===== config.mk =====
export PLATFORM = sky130hd
export DESIGN_NAME = pe_start_token_consumer
export DESIGN_NICKNAME = d
export VERILOG_FILES = /design/src/rtl/pe_start_token_consumer.sv
export SDC_FILE = /design/constraint.sdc
export NUM_CORES = 1
export LEC_CHECK = 0
export ABC_AREA = 1
export BUFFER_PORTS_ARGS = -buffer_cell sky130_fd_sc_hd__buf_4
export CORE_MARGIN = 8
export CORE_UTILIZATION = 56
export CTS_CLUSTER_SIZE = 40
export DETAILED_ROUTE_END_ITERATION = 8
export GPL_TIMING_DRIVEN = 0
export PLACE_DENSITY = 0.8
export SYNTH_ARGS = -nofsm -noshare
export SYNTH_HDL_FRONTEND = slang
export SYNTH_SLANG_ARGS = --single-unit
export TNS_END_PERCENT = 10

===== constraint.sdc =====
create_clock -name ap_clk -period 3.26 [get_ports ap_clk]
set_input_delay 0.326 -clock ap_clk [delete_from_list [all_inputs] [get_ports ap_clk]]
set_output_delay 0.326 -clock ap_clk [all_outputs]
set_load 0.02 [all_outputs]

===== src/rtl/pe_start_token_consumer.sv =====
// Start-token consumer: pops start tokens from the PE's start FIFO and turns each
// into one ap_start/ap_ready handshake, with a credit limit on in-flight calls.
module pe_start_token_consumer #(
    parameter int MAX_INFLIGHT = 4,
    parameter int CNT_WIDTH    = 3
) (
    input  logic                 ap_clk,
    input  logic                 ap_rst,
    input  logic                 en,
    input  logic                 start_empty_n,
    output logic                 start_read,
    output logic                 pe_ap_start,
    input  logic                 pe_ap_ready,
    input  logic                 pe_ap_done,
    output logic [CNT_WIDTH-1:0] inflight,
    output logic [15:0]          started_cnt,
    output logic                 busy,
    output logic                 err_underflow
);

    typedef enum logic {S_WAIT = 1'b0, S_START = 1'b1} state_t;

    localparam logic [CNT_WIDTH:0] MAX_W = (CNT_WIDTH+1)'(MAX_INFLIGHT);

    state_t             state, state_nxt;
    logic               acc, dn;
    logic [CNT_WIDTH:0] after_dn, nxt;

    assign acc      = pe_ap_start & pe_ap_ready;
    // A done pulse with nothing outstanding is an error, not a credit.
    assign dn       = pe_ap_done & (inflight != '0);
    assign after_dn = {1'b0, inflight} - (CNT_WIDTH+1)'(dn);
    assign nxt      = after_dn + (CNT_WIDTH+1)'(acc);

    always_ff @(posedge ap_clk or posedge ap_rst) begin
        if (ap_rst) state <= S_WAIT;
        else        state <= state_nxt;
    end

    always_comb begin
        state_nxt = state;
        case (state)
            S_WAIT:  if (start_read) state_nxt = S_START;
            S_START: if (acc && !start_read) state_nxt = S_WAIT;
            default: state_nxt = S_WAIT;
        endcase
    end

    always_comb begin
        start_read  = 1'b0;
        pe_ap_start = (state == S_START);
        busy        = (state == S_START) || (inflight != '0);
        case (state)
            S_WAIT:  start_read = en & start_empty_n & (after_dn < MAX_W);
            // A new token is only popped as the current one is accepted.
            S_START: start_read = acc & en & start_empty_n & (nxt < MAX_W);
            default: start_read = 1'b0;
        endcase
        if (ap_rst) start_read = 1'b0;
    end

    always_ff @(posedge ap_clk or posedge ap_rst) begin
        if (ap_rst) begin
            inflight      <= '0;
            started_cnt   <= '0;
            err_underflow <= 1'b0;
        end else begin
            inflight <= nxt[CNT_WIDTH-1:0];
            if (acc) started_cnt <= started_cnt + 16'd1;
            if (pe_ap_done && inflight == '0) err_underflow <= 1'b1;
        end
    end

endmodule


==> impl.org <==
** Floorplan
- DIE WIDTH :: 61.9 microns
- Die height :: 61.9 microns
- Io pins :: 29
- Core outline area :: 1980 sq um
- Placement row count :: 16
- DIE AREA :: 3830 sq um
- The initial utilization of the core area, before any placement, comes to 0.594.

** Logic synthesis
- Synthesis-stage register bit count :: 21
- Ys Warns :: 0
- Share of synthesized area occupied by flip-flops and latches :: 0.446
- Post-synthesis area per instance :: 7.90 sq um
- Post-synthesis instance area :: 1180 sq um
- Synthesis produced a netlist with a net count of 160.
- In the synthesized netlist, the number of instances is 149.
- Count of cell types in the netlist :: 17

** Timing
- The hold violation total from the final report is 0.
- Based on the critical path, the design can be clocked at up to 340 MHz.
- Worst max-slew margin expressed relative to the limit :: 0.456
- Slew at the pin with the worst max-slew slack :: 0.815 ns
- Aggregate negative setup slack :: 0 ns
- Share of the clock period used by the worst path after layout :: 0.903
- The number of pins with negative max-slew slack in the final report was 0.
- The worst path meets setup with 0.316 ns of slack.
- Unrepaired setup endpoints after global routing :: no
- Setup violations remaining at the end of the flow were counted as 0.
- Clock skew on the completed layout was measured at 0.00320 ns.
- Counting I/O delays and the setup requirement, the final critical path takes 2.94 ns.
- Post-route worst hold slack :: 0.162 ns

** Min path
- The min-delay analysis places its worst path in the category in -> async.

** Worst setup path
- Kind of launch point of the worst setup path :: register
- Critical Path AT :: 2.62 ns
- Max Fanout on Critical Path :: 4
- The worst setup path is captured at an output pin.
- The critical path is of the reg -> out type.
- STA puts the critical path data required time at 2.93 ns.

** GRT
- The number of global-route vias before repair was 955.
- The first global-routing pass estimated 4060 microns of wire.
- For this run the aggregate overflow at the end of global routing stands at 0.
- The initial antenna violation count came to 0.
- Entering global routing, the biggest net connects 23 pins.
- Global-route usage over all layers :: 0.142

** Power
- The worst-case IR drop observed on VDD is 0.000471 V.
- The share of total power dissipated in sequential elements is 0.429.
- Internal power comes to 0.501 mW.
- In this run the static leakage power is 0.803 nW.
- Logic pwr share :: 0.417
- Power share of the clock group :: 0.154
- In this run the power density over the cells is 587 nW/um^2.
- Switching share of total power :: 0.411
- Reported net switching power :: 0.349 mW

** Layout
- Measured on the finished design, the core utilization comes to 0.730.
- Highest-count cells in the layout ignoring fill and taps :: 46 x sky130_fd_sc_hd__nand2_1, 28 x sky130_fd_sc_hd__inv_1, 28 x sky130_fd_sc_hd__buf_4
- Total Nets Final :: 193
- Number of antenna cells inserted :: 0
- From synthesis to final layout, the design area changed by 23.0%.
- Leaving out fill and tap cells, the most frequent cell in the layout is sky130_fd_sc_hd__nand2_1.
- Layout cell share with drive strength beyond 1 :: 0.215

** Clock tree
- Root Buffer :: sky130_fd_sc_hd__clkbuf_4
- For this design, the CTS-stage hold fixing added 0 buffers.
- Counting every sink on the clock net gives 21.
- Clk slew on worst S/H paths :: 0.12 ns
- In this run the post-CTS setup repair buffer count came out at 0.
- For the worst-skew pair, the clock arrives at the later sink with an insertion delay of 0.31 ns.
- TritonCTS built the clock tree.
- CTS H-tree lvls :: 1
- After clock tree synthesis, the repair step resized 0 gates.
- CTS buffer count :: 3
- The clock passes through at most 2 buffers.

** Detailed routing
- Count of routing violations after the opening detailed-route iteration :: 45
- Final ANT Viol Nets :: 0
- After detailed routing, the number of vias per cell comes to 4.79.
- DRC Markers :: 0
- Post-detailed-route wirelength per cell :: 11.6 microns
- 1st-pass router iterations :: 4
- Detailed-route wire length :: 2410 microns
- The final route contains 997 vias.

** Placed design
- HPWL after DPL :: 1900 microns
- OpenSTA, run right after detailed placement, puts the worst setup slack at 0.657 ns.
- During placement, the flow inserted port buffers numbering 28.
- At the end of routability-driven placement, the weighted congestion stood at 0.798.

** Run
- Max-cap violations in this run came to 0.

** Status
- The run finished with clean final reports.
==> registers in the layout (all words and copies together), names as in the netlist <==
signal	cells
inflight	3
started_cnt	16
pe_ap_start	1
err_underflow	1
==> worst max-delay path, stage by stage (launching register included) <==
cell	delay, ns
sky130_fd_sc_hd__dfrtp_1	0.44
sky130_fd_sc_hd__inv_1	0.12
sky130_fd_sc_hd__nand2_1	0.09
sky130_fd_sc_hd__nor2_1	0.18
sky130_fd_sc_hd__nor2_1	0.07
sky130_fd_sc_hd__ha_1	0.21
sky130_fd_sc_hd__ha_1	0.30
sky130_fd_sc_hd__inv_1	0.07
sky130_fd_sc_hd__ha_1	0.16
sky130_fd_sc_hd__inv_1	0.04
sky130_fd_sc_hd__nand3_1	0.08
sky130_fd_sc_hd__nand2_1	0.07
sky130_fd_sc_hd__nor2_1	0.09
sky130_fd_sc_hd__nand2_1	0.06
sky130_fd_sc_hd__nand2_1	0.05
sky130_fd_sc_hd__nand2_1	0.06
sky130_fd_sc_hd__inv_1	0.08
sky130_fd_sc_hd__buf_4	0.13
==> per-stage QoR <==
step                power (mW)  area (sq um)  instances
floorplan                0.587          1180        149
global placement         0.711          1420        204
detailed placement       0.731          1420        204
CTS                      0.858          1450        208
global route             0.916          1450        208
finish                   0.850          1450        208
==> path summary, 6_finish.rpt <==
check	slack (ns)	cells after the start	endpoint	from
max	0.32	17	start_read	inflight[2]
min	0.16	2	started_cnt[14]	ap_rst
max reg2reg	1.00	16	pe_ap_start	inflight[2]
min reg2reg	0.47	1	err_underflow	err_underflow
max in group asynchronous	2.60	2	started_cnt[8]	ap_rst
min in group ap_clk	0.22	2	err_underflow	pe_ap_done
==> Yosys cell counts <==
master                     number  area (sq um)
sky130_fd_sc_hd__dfrtp_1       21           526
sky130_fd_sc_hd__o21bai_1       1          7.51
sky130_fd_sc_hd__nor2_4         4          45.0
sky130_fd_sc_hd__o21ai_1        1          5.00
sky130_fd_sc_hd__nand4_1        3          18.8
sky130_fd_sc_hd__ha_1           5          62.6
sky130_fd_sc_hd__xor2_1         5          43.8
sky130_fd_sc_hd__xnor2_1        5          43.8
sky130_fd_sc_hd__nand2_4        1          11.3
sky130_fd_sc_hd__nand3_1       10          50.1
sky130_fd_sc_hd__a21o_1         1          7.51
sky130_fd_sc_hd__nand2_1       46           173
sky130_fd_sc_hd__inv_1         28           105
sky130_fd_sc_hd__nand2_2        2          12.5
sky130_fd_sc_hd__or2_2          1          6.26
sky130_fd_sc_hd__nor3_1         3          15.0
sky130_fd_sc_hd__nor2_1        12          45.0
==> cell type report <==
type | instances | area [sq um]
Multi-Input combinational cell | 100 | 547
Fill cell | 162 | 534
Sequential cell | 21 | 526
Timing Repair Buffer | 28 | 210
Inverter | 28 | 105
Tap cell | 27 | 33.8
Clock buffer | 4 | 26.3
==> power by group through the flow <==
stage	clock network [mW]	logic, mW	registers [mW]
after floorplan	0	0.161	0.426
after global placement	0	0.342	0.368
after detailed placement	0	0.360	0.371
after CTS	0.132	0.361	0.366
after global routing	0.143	0.399	0.374
final	0.131	0.354	0.365
==> kinds of logic (layout without fill, tap and decap cells) <==
| family | count (synthesis) | in the layout | synth area share |
|---|---|---|---|
| simple gates | 82 | 82 | 0.320 |
| buf+inv | 28 | 60 | 0.0893 |
| flops | 21 | 21 | 0.446 |
| xor+xnor | 10 | 10 | 0.0744 |
| fa+ha+maj | 5 | 5 | 0.0531 |
| compound gates | 3 | 3 | 0.0170 |
==> layer usage <==
layer / track usage / share of wire
met5: 0 / 0
met4: 0.0584 / 0.010
met3: 0.0329 / 0.061
met2: 0.229 / 0.47
met1: 0.177 / 0.46
Power figures use the tool's default switching activity.
